File: src/rtl/spi_mstr_arb.sv
// rtl/spi_mstr_arb.sv - round-robin arbiter sharing one 16-bit SPI master between two ports
// Optional BUSY watchdog enabled by defining SPI_ARB_WDOG_EN.
module spi_mstr_arb #(
  parameter int LOCK_WIN = 8,
  parameter int WDOG_CYC = 1023
) (
  input  logic        clk,
  input  logic        rst_n,
  input  logic        req0,
  input  logic        lock0,
  input  logic [15:0] cmd0,
  output logic        done0,
  input  logic        req1,
  input  logic        lock1,
  input  logic [15:0] cmd1,
  output logic        done1,
  output logic [15:0] rd_data,
  output logic        spi_wrt,
  output logic [15:0] spi_cmd,
  input  logic        spi_done,
  input  logic [15:0] spi_rd_data,
  output logic        sel,
  output logic        err
);

  localparam int HW = $clog2(LOCK_WIN + 1);

  typedef enum logic [1:0] {IDLE, LAUNCH, BUSY, HOLD} state_t;

  state_t        state, state_nxt;
  logic          pend0, pend1, lockbuf0, lockbuf1;
  logic [15:0]   cmdbuf0, cmdbuf1;
  logic          rr_ptr, rr_nxt;
  logic          owner, owner_nxt;
  logic          cur_lock, cur_lock_nxt;
  logic [HW-1:0] hold_cnt, hold_nxt;
  logic          clr0, clr1;
  logic          sel_nxt, spi_wrt_nxt, done0_nxt, done1_nxt, err_nxt;
  logic [15:0]   spi_cmd_nxt, rd_nxt;
  logic          own_pend, own_lockbuf;
  logic [15:0]   own_cmdbuf;

  assign own_pend    = owner ? pend1 : pend0;
  assign own_lockbuf = owner ? lockbuf1 : lockbuf0;
  assign own_cmdbuf  = owner ? cmdbuf1 : cmdbuf0;

`ifdef SPI_ARB_WDOG_EN
  localparam int WW = $clog2(WDOG_CYC + 1);
  logic [WW-1:0] wd_cnt, wd_nxt;
`else
  logic [31:0] unused_wdog_cyc;
  assign unused_wdog_cyc = WDOG_CYC;
`endif

  always_comb begin
    state_nxt    = state;
    rr_nxt       = rr_ptr;
    owner_nxt    = owner;
    cur_lock_nxt = cur_lock;
    hold_nxt     = hold_cnt;
    clr0         = 1'b0;
    clr1         = 1'b0;
    sel_nxt      = sel;
    spi_wrt_nxt  = 1'b0;
    spi_cmd_nxt  = spi_cmd;
    done0_nxt    = 1'b0;
    done1_nxt    = 1'b0;
    err_nxt      = 1'b0;
    rd_nxt       = rd_data;
`ifdef SPI_ARB_WDOG_EN
    wd_nxt       = wd_cnt;
`endif
    case (state)
      IDLE: begin
        if (pend0 && (!pend1 || !rr_ptr)) begin
          owner_nxt    = 1'b0;
          sel_nxt      = 1'b0;
          clr0         = 1'b1;
          cur_lock_nxt = lockbuf0;
          spi_cmd_nxt  = cmdbuf0;
          spi_wrt_nxt  = 1'b1;
          state_nxt    = LAUNCH;
        end else if (pend1) begin
          owner_nxt    = 1'b1;
          sel_nxt      = 1'b1;
          clr1         = 1'b1;
          cur_lock_nxt = lockbuf1;
          spi_cmd_nxt  = cmdbuf1;
          spi_wrt_nxt  = 1'b1;
          state_nxt    = LAUNCH;
        end
      end
      LAUNCH: begin
        state_nxt = BUSY;
`ifdef SPI_ARB_WDOG_EN
        wd_nxt    = '0;
`endif
      end
      BUSY: begin
        if (spi_done) begin
          rd_nxt    = spi_rd_data;
          done0_nxt = ~owner;
          done1_nxt = owner;
          if (cur_lock) begin
            hold_nxt  = HW'(LOCK_WIN);
            state_nxt = HOLD;
          end else begin
            rr_nxt    = ~owner;
            state_nxt = IDLE;
          end
        end
`ifdef SPI_ARB_WDOG_EN
        else if (wd_cnt == WW'(WDOG_CYC - 1)) begin
          rd_nxt       = 16'hFFFF;
          done0_nxt    = ~owner;
          done1_nxt    = owner;
          err_nxt      = 1'b1;
          cur_lock_nxt = 1'b0;
          rr_nxt       = ~owner;
          state_nxt    = IDLE;
        end else begin
          wd_nxt = wd_cnt + WW'(1);
        end
`endif
      end
      HOLD: begin
        // Only the owner may re-enter; the other port waits out the window.
        if (own_pend) begin
          clr0         = ~owner;
          clr1         = owner;
          cur_lock_nxt = own_lockbuf;
          spi_cmd_nxt  = own_cmdbuf;
          spi_wrt_nxt  = 1'b1;
          state_nxt    = LAUNCH;
        end else if (hold_cnt <= HW'(1)) begin
          hold_nxt  = '0;
          rr_nxt    = ~owner;
          state_nxt = IDLE;
        end else begin
          hold_nxt = hold_cnt - HW'(1);
        end
      end
      default: state_nxt = IDLE;
    endcase
  end

  always_ff @(posedge clk or negedge rst_n) begin
    if (!rst_n) begin
      state    <= IDLE;
      pend0    <= 1'b0;
      pend1    <= 1'b0;
      lockbuf0 <= 1'b0;
      lockbuf1 <= 1'b0;
      cmdbuf0  <= 16'h0000;
      cmdbuf1  <= 16'h0000;
      rr_ptr   <= 1'b0;
      owner    <= 1'b0;
      cur_lock <= 1'b0;
      hold_cnt <= '0;
      sel      <= 1'b0;
      spi_wrt  <= 1'b0;
      spi_cmd  <= 16'h0000;
      done0    <= 1'b0;
      done1    <= 1'b0;
      err      <= 1'b0;
      rd_data  <= 16'h0000;
    end else begin
      state    <= state_nxt;
      rr_ptr   <= rr_nxt;
      owner    <= owner_nxt;
      cur_lock <= cur_lock_nxt;
      hold_cnt <= hold_nxt;
      sel      <= sel_nxt;
      spi_wrt  <= spi_wrt_nxt;
      spi_cmd  <= spi_cmd_nxt;
      done0    <= done0_nxt;
      done1    <= done1_nxt;
      err      <= err_nxt;
      rd_data  <= rd_nxt;
      // A request arriving while its port is already pending is dropped.
      if (req0 && !pend0) begin
        pend0    <= 1'b1;
        cmdbuf0  <= cmd0;
        lockbuf0 <= lock0;
      end else if (clr0) begin
        pend0 <= 1'b0;
      end
      if (req1 && !pend1) begin
        pend1    <= 1'b1;
        cmdbuf1  <= cmd1;
        lockbuf1 <= lock1;
      end else if (clr1) begin
        pend1 <= 1'b0;
      end
    end
  end

`ifdef SPI_ARB_WDOG_EN
  always_ff @(posedge clk or negedge rst_n) begin
    if (!rst_n) wd_cnt <= '0;
    else        wd_cnt <= wd_nxt;
  end
`endif

endmodule

File: config.mk
export PLATFORM = sky130hd
export DESIGN_NAME = spi_mstr_arb
export DESIGN_NICKNAME = d
export VERILOG_FILES = /design/src/rtl/spi_mstr_arb.sv
export SDC_FILE = /design/constraint.sdc
export NUM_CORES = 1
export LEC_CHECK = 0
export CAP_MARGIN = 5
export CORE_ASPECT_RATIO = 1.25
export CORE_MARGIN = 2
export CORE_UTILIZATION = 44
export CTS_CLUSTER_DIAMETER = 100
export CTS_CLUSTER_SIZE = 40
export DETAILED_ROUTE_END_ITERATION = 8
export PLACE_DENSITY = 0.76
export SLEW_MARGIN = 20
export SYNTH_ARGS = -nofsm -noshare
export SYNTH_HDL_FRONTEND = slang
export SYNTH_SLANG_ARGS = --single-unit
export TNS_END_PERCENT = 5
File: constraint.sdc
create_clock -name clk -period 2.3 [get_ports clk]
set_clock_uncertainty 0.15 [all_clocks]
set_input_delay 0.23 -clock clk [delete_from_list [all_inputs] [get_ports clk]]
set_output_delay 0.23 -clock clk [all_outputs]
set_load 0.05 [all_outputs]
==> results of run 1 <==
==> power by group through the flow <==
stage          Clock [uW]  Combinational (uW)  Sequential (uW)
3_3_place_gp            0                4390             2540
4_1_cts              1110                4500             2540
3_5_place_dp            0                4500             2550
6_report             1080                4450             2530
2_1_floorplan           0                2260             3540
5_1_grt              1180                4730             2630
==> synthesized netlist by cell type <==
cell type and number:
dfrtp_1 80, and3_2 1, o2111ai_1 1, nor2_2 1, a31o_2 1, nand2_1 7, ha_1 5, conb_1 1
and2b_1 1, or2b_1 1, a31oi_1 2, nor2b_1 4, inv_1 8, nand3b_1 1, mux2_4 20, nand2b_1 2
or2_2 1, o41ai_1 1, mux2i_1 2, o311ai_0 1, o22ai_1 2, o21bai_1 1, o31ai_1 2, buf_12 1
and3_1 1, buf_4 2, a41oi_1 2, nor2_1 6, mux2_2 64, o21ai_0 6, buf_6 2, a21oi_1 8
buf_2 6, a31oi_4 1
==> layout make-up <==
type                    count  area share [%]
well taps                  95            2.46
clock inverters             4            1.06
inverters                   8           0.621
multi-input cells         146            29.8
clock buffers              12            3.42
flip-flops and latches     80            41.4
repair buffers            102            21.3
==> cells by family after synthesis <==
| family | count (synthesis) | synth area share [%] |
|---|---|---|
| other | 1 | 0.106 |
| and+or+nand+nor | 26 | 3.80 |
| adders and majority gates | 5 | 1.76 |
| DFF | 80 | 56.3 |
| AOI/OAI and AO/OA | 28 | 5.39 |
| muxes | 86 | 29.3 |
| buffers and inverters | 19 | 3.31 |
==> state kept, by name (all words and copies together), names as in the netlist <==
name      flops
owner         1
spi_wrt       1
done0         1
pend1         1
lockbuf0      1
rd_data      16
spi_cmd      16
cur_lock      1
hold_cnt      4
cmdbuf0      16
rr_ptr        1
done1         1
state         2
lockbuf1      1
cmdbuf1      16
pend0         1
==> metal layers <==
layer | vias up | global-route usage, % | routed length [um]
li1 | 1074 | - | -
met2 | 52 | 29.5 | 3680
met5 | - | 0 | 0
met4 | 0 | 6.12 | 104
met3 | 7 | 4.60 | 309
met1 | 1121 | 19.5 | 2760
==> what timing repair did <==
| action | in CTS | in global routing |
|---|---|---|
| endpoints found under the hold margin | 37 | 0 |
| setup buffers | 0 | 0 |
| resized for setup | 0 | 0 |
| endpoints found under the setup margin | 0 | 0 |
| hold buffers | 1 | 0 |
==> worst paths after layout <==
check / startpoint / end / slack [ns] / depth (start not counted)
max: state[1] / spi_cmd[8] / 0.15 / 6
min: rst_n / spi_cmd[14] / 0.22 / 2
max reg2reg: state[1] / spi_cmd[8] / 0.15 / 6
min reg2reg: rd_data[14] / rd_data[14] / 0.36 / 1
max in group asynchronous: rst_n / rd_data[5] / 1.18 / 3
min in group clk: req1 / pend1 / 0.31 / 3
==> through the flow <==
stage	hold WS, ns	setup slack [ns]	total power, uW	std cells	utilization (%)
after floorplan	-0.216	0.0268	5800	245	-
after global placement	0.0769	0.221	6940	430	58.8
after detailed placement	0.0731	0.182	7050	430	58.8
after CTS	0.241	0.159	8150	447	61.7
after global routing	0.283	0.0892	8540	447	61.7
final	0.222	0.148	8070	447	61.7
==> impl_metrics.csv, run 1 <==
group,metric,value,unit
pwr,seqPwrFrac,31.4,%
synth,synth_top_area_cell,"dfrtp_1",
routing,drtIter0Drc,104,
critical_path,critical-path-max-stage-delay,0.41,ns
global_route,grt_remaining_overflow,0,
timing,hold_viol,0,
synth,netlist_top_cells_area,"dfrtp_1 (56%), mux2_2 (20%), mux2_4 (8.5%)",
timing,drv_slew,0,
global_route,antenna_found_initial,0,
timing,setup_viol,0,
pwr,combPwrFrac,55.2,%
global_route,grt_pass1_wl,11.7,mm
clock_tree,cts_tree,"yes",
synth,syn_area_per_cell,14.5,sq um
synth,synth_area,3550,sq um
synth,syn_nets,305,
critical_path,critPathMaxFanout,17,
layout,design_area,4830,sq um
layout,fill_cells,620,
critical_path,start_kind,"register",
pwr,p_leak,0.00210,uW
routing,vias,2254,
floorplan,core_area,7840,sq um
timing,finalSetupTns,0,ns
routing,viasPerCell,5.04,
critical_path,cp_data_arrival_time,2.23,ns
layout,most-common-layout-cells,"clkdlybuf4s50_1 (89), dfrtp_1 (80), mux2_2 (64), mux2_4 (20), clkbuf_8 (12)",
clock_tree,insertion_delay,0.35,ns
synth,ys_seq_area_share,56.3,%
placed_design,dpl_cell_area,4610,sq um
critical_path,crit_path_end_kind,"register",
outcome,outcome,"finished, final reports clean",
placed_design,gp_congestion,0.778,
clock_tree,clkSinkCount,80,
critical_path,worst_path_most_repeated_cell,"mux2_2",
layout,multiInputGateArea,1440,sq um
routing,drt_wl_total,6.86,mm
critical_path,required,2.38,ns
routing,remaining_drc_errors,0,
worst_hold_path,min_path_type,"input port to async pin",
pwr,p_clk_share,13.4,%
critical_path,cp_cell_sequence,"ha_1 -> inv_1 -> a31oi_4 -> buf_12 -> mux2_2 -> mux2_2",
timing,max_freq,465,MHz
timing,period_share,93.6,%
timing,slew_headroom,65.6,%
synth,postSynthCellCount,245,
floorplan,die_w,84.4,um
layout,area_delta_synth_final,36.1,%
global_route,track_usage,16.8,%
synth,yosysUniqueCellTypes,34,
pwr,p_per_area,1670,nW/um^2
global_route,grt_max_degree,44,
routing,wl_per_cell,15.3,um
layout,final_layout_size_suffix_gt1_share,33.8,%
layout,final_common_cell,"clkdlybuf4s50_1",
clock_tree,max-clock-path-buffers,2,
placed_design,hpwl,4.99,mm
timing,fin_crit,2.15,ns
layout,final_nets,407,
clock_tree,path_clk_slew,0.08,ns
routing,firstDrtPassIters,4,
job,drv_cap,0,
critical_path,critical_path_class,"register to register",
floorplan,num_rows,36,
floorplan,die_h,104,um
pwr,swShare,38.9,%
clock_tree,htree_levels,3,
routing,drtAntennaViolNets,0,
clock_tree,cts_made_buffers,9,
layout,n_antenna_cell,0,
critical_path,path_delay_family,"multiplexers",
timing,worst_slew_pin_slew,0.515,ns
timing,rsz0062_at_grt,"no",
global_route,grt_pass1_vias,2432,
synth,synth_top_area_share,56.3,%
floorplan,dieArea,8820,sq um
critical_path,worst_path_max_delay_cell,"dfrtp_1",
pwr,power.net_switching,3140,uW
pwr,max-vdd-ir-drop,0.978,mV
clock_tree,root_buffer,"clkbuf_8",
layout,register_area,2000,sq um
placed_design,port_buffers,90,
pwr,p_int,4930,uW
critical_path,worst-path-buf-inv,2,
floorplan,start_util,45.3,%
synth,yosysWarnings,0,
synth,ys_ff_latch,80,
floorplan,io_pins,92,
Note: power is estimated with default switching activity, not from simulation.
==> run 2: changes to the inputs <==
==> constraint.sdc (replaced) <==
create_clock -name clk -period 2.3 [get_ports clk]
set_clock_uncertainty 0.15 [all_clocks]
set_input_delay 0.575 -clock clk [delete_from_list [all_inputs] [get_ports clk]]
set_output_delay 0.575 -clock clk [all_outputs]
set_load 0.05 [all_outputs]
==> run 2 against run 1 <==
Net effect: sequential power barely moved; final cell count rose by 0.22%; non-clock buffer count rose by 1; setup slack got worse by 0.094 ns; global-route usage rose by 0.18 points; flip-flop and latch count did not move; first-iteration DRC count fell by 25%; count of clock-buffer cells in the layout fell by 1; fmax fell by 4.2%; wire length rose by 4.2%; clock power rose by 24%; worst hold slack got worse by 0.15 ns; critical endpoint is now spi_cmd[3].
==> impl_metrics.csv, run 2 (synthesized netlist as in run 1, its figures left out) <==
group,metric,value,unit
outcome,outcome,"finished, final reports clean",
floorplan,core_area,7840,sq um
clock_tree,post_cts_buffers,0,
routing,wl_per_cell,16.0,um
placed_design,place_inst,432,
timing,period_share,97.7,%
critical_path,critical-path-max-stage-delay,0.81,ns
critical_path,worst_path_max_delay_cell,"clkdlybuf4s50_1",
global_route,grt_pass1_wl,11.7,mm
pwr,max-vdd-ir-drop,1.01,mV
layout,final_nets,408,
floorplan,die_h,104,um
timing,rsz0062_at_grt,"no",
placed_design,hpwl,5.04,mm
global_route,grt_max_degree,81,
clock_tree,cts_resized,0,
layout,n_antenna_cell,0,
worst_hold_path,min_path_type,"input port to async pin",
floorplan,io_pins,92,
pwr,p_leak,0.00217,uW
floorplan,start_util,45.3,%
clock_tree,ctsHoldBuffers,0,
timing,max_freq,445,MHz
routing,firstDrtPassIters,4,
floorplan,die_w,84.4,um
critical_path,crit_path_end_kind,"primary output",
clock_tree,htree_levels,3,
layout,final_common_cell,"clkdlybuf4s50_1",
critical_path,worst-path-buf-inv,1,
layout,final_cells,448,
timing,setup_viol,0,
timing,hold_viol,0,
clock_tree,max-clock-path-buffers,2,
timing,worst_slew_pin_slew,0.522,ns
layout,final_layout_size_suffix_gt1_share,34.0,%
global_route,antenna_found_initial,0,
timing,fin_crit,2.25,ns
routing,viasPerCell,5.07,
critical_path,start_kind,"register",
floorplan,dieArea,8820,sq um
critical_path,critical_path_class,"register to primary output",
clock_tree,cts_tree,"yes",
global_route,track_usage,17.0,%
critical_path,cp_data_arrival_time,1.52,ns
clock_tree,insertion_delay,0.35,ns
placed_design,gp_congestion,0.845,
clock_tree,path_clk_slew,0.08,ns
clock_tree,root_buffer,"clkbuf_8",
global_route,grt_pass1_vias,2467,
routing,remaining_drc_errors,0,
critical_path,critPathMaxFanout,2,
timing,finalSetupTns,0,ns
routing,drtAntennaViolNets,0,
timing,whs,0.0700,ns
pwr,p_per_area,1710,nW/um^2
placed_design,port_buffers,90,
layout,area_delta_synth_final,38.0,%
global_route,grt_remaining_overflow,0,
floorplan,num_rows,36,
routing,vias,2273,
routing,drt_wl_total,7.15,mm
critical_path,cp_cell_sequence,"clkdlybuf4s50_1",
timing,slew_headroom,65.1,%
job,drv_cap,0,
routing,drtIter0Drc,78,
clock_tree,clkSinkCount,80,
critical_path,path_delay_family,"buffers and inverters",
layout,fill_cells,619,
timing,drv_slew,0,
critical_path,required,1.57,ns
clock_tree,cts_made_buffers,9,
layout,most-common-layout-cells,"clkdlybuf4s50_1 (84), dfrtp_1 (80), mux2_2 (64), mux2_4 (20), buf_4 (11)",
==> run 2: cell count changes in the layout (fill, tap and decap cells not counted), sizes merged, moves of 3 or more <==
cell / delta
bufinv: +3
clkdlybuf4s50: -5
buf: +3
dlymetal6s2s: +4
==> run 2: metal layers <==
layer / routed length, um / part of all wire [%] / vias up / GRT usage [%]
met5: 0 / 0 / - / 0
met4: 100 / 1.4 / 0 / 8.62
met3: 303 / 4.2 / 11 / 3.41
met2: 3980 / 56 / 58 / 30.0
met1: 2770 / 39 / 1133 / 19.3
li1: - / - / 1071 / -
==> run 2: final timing paths <==
kind / cells after the start / to / from / slack, ns
setup / recovery: 1 / spi_cmd[3] / spi_cmd[3] / 0.05
hold / removal: 2 / cmdbuf0[11] / rst_n / 0.07
setup reg to reg: 6 / spi_cmd[7] / state[1] / 0.20
hold reg to reg: 1 / rd_data[4] / rd_data[4] / 0.36
max in group asynchronous: 2 / cmdbuf0[15] / rst_n / 1.56
min in group clk: 1 / rd_data[4] / rd_data[4] / 0.36
==> run 2: through the flow <==
stage | util [%] | setup WS (ns) | cell area [sq um] | power [uW]
6_report | 62.6 | 0.0540 | 4900 | 8370
5_1_grt | 62.6 | 0.000926 | 4900 | 8840
4_1_cts | 62.4 | 0.00922 | 4890 | 8480
3_5_place_dp | 59.1 | 0.132 | 4630 | 7120
3_3_place_gp | 59.1 | 0.206 | 4630 | 6980
2_1_floorplan | - | 0.0268 | 3550 | 5800
==> run 2: area by class of cell <==
cell class | count | area (sq um) | area share [%]
flip-flops and latches | 80 | 2000 | 40.8
multi-input cells | 146 | 1440 | 29.3
repair buffers | 103 | 1050 | 21.5
clock buffers | 11 | 131 | 2.68
clock inverters | 5 | 129 | 2.63
well taps | 95 | 119 | 2.42
inverters | 8 | 30.0 | 0.612
==> run 2: where the power goes <==
group / switching, uW / internal [uW]
Combinational: 2270 / 2230
Sequential: 401 / 2130
Clock: 502 / 834
Total: 3180 / 5200
==> run 3: changes to the inputs <==
--- a/config.mk
+++ b/config.mk
@@ -8,11 +8,13 @@
 export CAP_MARGIN = 5
 export CORE_ASPECT_RATIO = 1.25
 export CORE_MARGIN = 2
-export CORE_UTILIZATION = 44
+export CORE_UTILIZATION = 55
 export CTS_CLUSTER_DIAMETER = 100
 export CTS_CLUSTER_SIZE = 40
 export DETAILED_ROUTE_END_ITERATION = 8
-export PLACE_DENSITY = 0.76
+export DONT_BUFFER_PORTS = 1
+export GPL_TIMING_DRIVEN = 0
+export PLACE_DENSITY = 0.73
 export SLEW_MARGIN = 20
 export SYNTH_ARGS = -nofsm -noshare
 export SYNTH_HDL_FRONTEND = slang
==> run 3 against run 2 <==
Net effect: the run now ends with hold timing left; wire length fell by 15%; die area down 19%; non-clock buffer count fell by 90; highest routed layer unchanged.
==> impl_metrics.csv, run 3 (synthesized netlist as in run 1, its figures left out) <==
group,metric,value,unit
floorplan,num_rows,32,
timing,worst_slew_pin_slew,0.744,ns
clock_tree,clkSinkCount,80,
clock_tree,cts_made_buffers,9,
floorplan,core_area,6210,sq um
global_route,grt_pass1_wl,10.1,mm
layout,most-common-layout-cells,"dfrtp_1 (79), mux2_2 (64), mux2_4 (20), clkbuf_8 (10)",
clock_tree,insertion_delay,0.35,ns
critical_path,critical-path-max-stage-delay,0.54,ns
clock_tree,max-clock-path-buffers,2,
routing,remaining_drc_errors,0,
critical_path,worst_path_most_repeated_cell,"mux2_2",
timing,rsz0062_at_grt,"no",
layout,area_delta_synth_final,10.2,%
layout,final_common_cell,"dfrtp_1",
critical_path,worst_path_max_delay_cell,"dfrtp_2",
critical_path,critical_path_class,"register to register",
floorplan,dieArea,7120,sq um
timing,slew_headroom,49.7,%
worst_hold_path,min_path_type,"input port to async pin",
critical_path,crit_path_end_kind,"register",
layout,design_area,3920,sq um
clock_tree,path_clk_slew,0.08,ns
timing,fin_crit,2.22,ns
timing,setup_viol,0,
global_route,grt_remaining_overflow,0,
routing,drtAntennaViolNets,0,
timing,timing.final.ws_setup,0.0774,ns
placed_design,port_buffers,0,
layout,n_antenna_cell,0,
placed_design,gp_congestion,0.775,
critical_path,path_delay_family,"multiplexers",
timing,whs,-0.236,ns
placed_design,dpl_cell_area,3660,sq um
floorplan,start_util,57.3,%
timing,max_freq,450,MHz
global_route,antenna_found_initial,0,
routing,drtIter0Drc,112,
timing,drv_slew,0,
timing,period_share,96.6,%
job,drv_cap,0,
outcome,outcome,"finished with violations",
critical_path,cp_cell_sequence,"buf_6 -> and2b_1 -> a31oi_4 -> buf_4 -> mux2_2 -> mux2_2",
floorplan,die_h,93.9,um
layout,final_layout_size_suffix_gt1_share,44.9,%
placed_design,hpwl,4.16,mm
clock_tree,root_buffer,"clkbuf_8",
routing,viasPerCell,5.71,
critical_path,critPathMaxFanout,8,
critical_path,start_kind,"register",
critical_path,cp_data_arrival_time,2.30,ns
floorplan,io_pins,92,
routing,drt_wl_total,6.07,mm
placed_design,dpl_worst_slack,-0.168,ns
timing,hold_viol,80,
floorplan,die_w,75.9,um
layout,final_nets,318,
outcome,violations,"hold timing",
global_route,track_usage,19.0,%
critical_path,worst-path-buf-inv,2,
routing,firstDrtPassIters,4,
global_route,grt_pass1_vias,2013,
critical_path,required,2.38,ns
clock_tree,htree_levels,3,
routing,wl_per_cell,17.4,um
clock_tree,cts_tree,"yes",
routing,vias,1986,
global_route,grt_max_degree,81,
run 3: worst paths after layout:
check	startpoint	end	slack, ns	cells past startpoint
worst max-delay path	owner	spi_cmd[7]	0.08	6
worst min-delay path	rst_n	rd_data[3]	-0.24	0
worst max register to register	owner	spi_cmd[7]	0.08	6
worst min register to register	cmdbuf1[7]	cmdbuf1[7]	0.36	1
max in group asynchronous	rst_n	owner	2.08	0
min in group clk	spi_rd_data[14]	rd_data[14]	0.22	1
run 3: cell type report:
type / count / area (sq um)
Fill cell: 466 / 2290
Sequential cell: 80 / 2000
Inverter: 8 / 30.0
Multi-Input combinational cell: 146 / 1450
Clock buffer: 12 / 145
Clock inverter: 4 / 76.3
Tap cell: 85 / 106
Timing Repair Buffer: 2 / 15.0
Buffer: 11 / 87.6
run 3: repair_timing:
| action | 4_1_cts | 5_1_grt |
|---|---|---|
| resized for setup | 2 | 2 |
| pin swaps | 1 | 1 |
| buffers inserted | 2 | 0 |
| endpoints found under the setup margin | 17 | 17 |
| endpoints found under the hold margin | 80 | 80 |
run 3: stage by stage:
step / std cells / setup TNS [ns] / utilization (%)
floorplan: 245 / 0 / -
global placement: 330 / -1.45 / 59.0
detailed placement: 330 / -1.73 / 59.0
CTS: 348 / 0 / 62.9
global route: 348 / 0 / 63.1
finish: 348 / 0 / 63.1
run 3: metal layers:
layer / global-route usage (%) / wire length (um) / vias up
li1: - / - / 894
met3: 5.90 / 406 / 10
met5: 0 / 0 / -
met1: 24.5 / 2460 / 1005
met2: 29.5 / 3100 / 77
met4: 7.46 / 102 / 0
Power of run 3 is left out: the tool's default activity adds up to more than one toggle a clock period on the data nets, which glitch-free logic cannot reach.
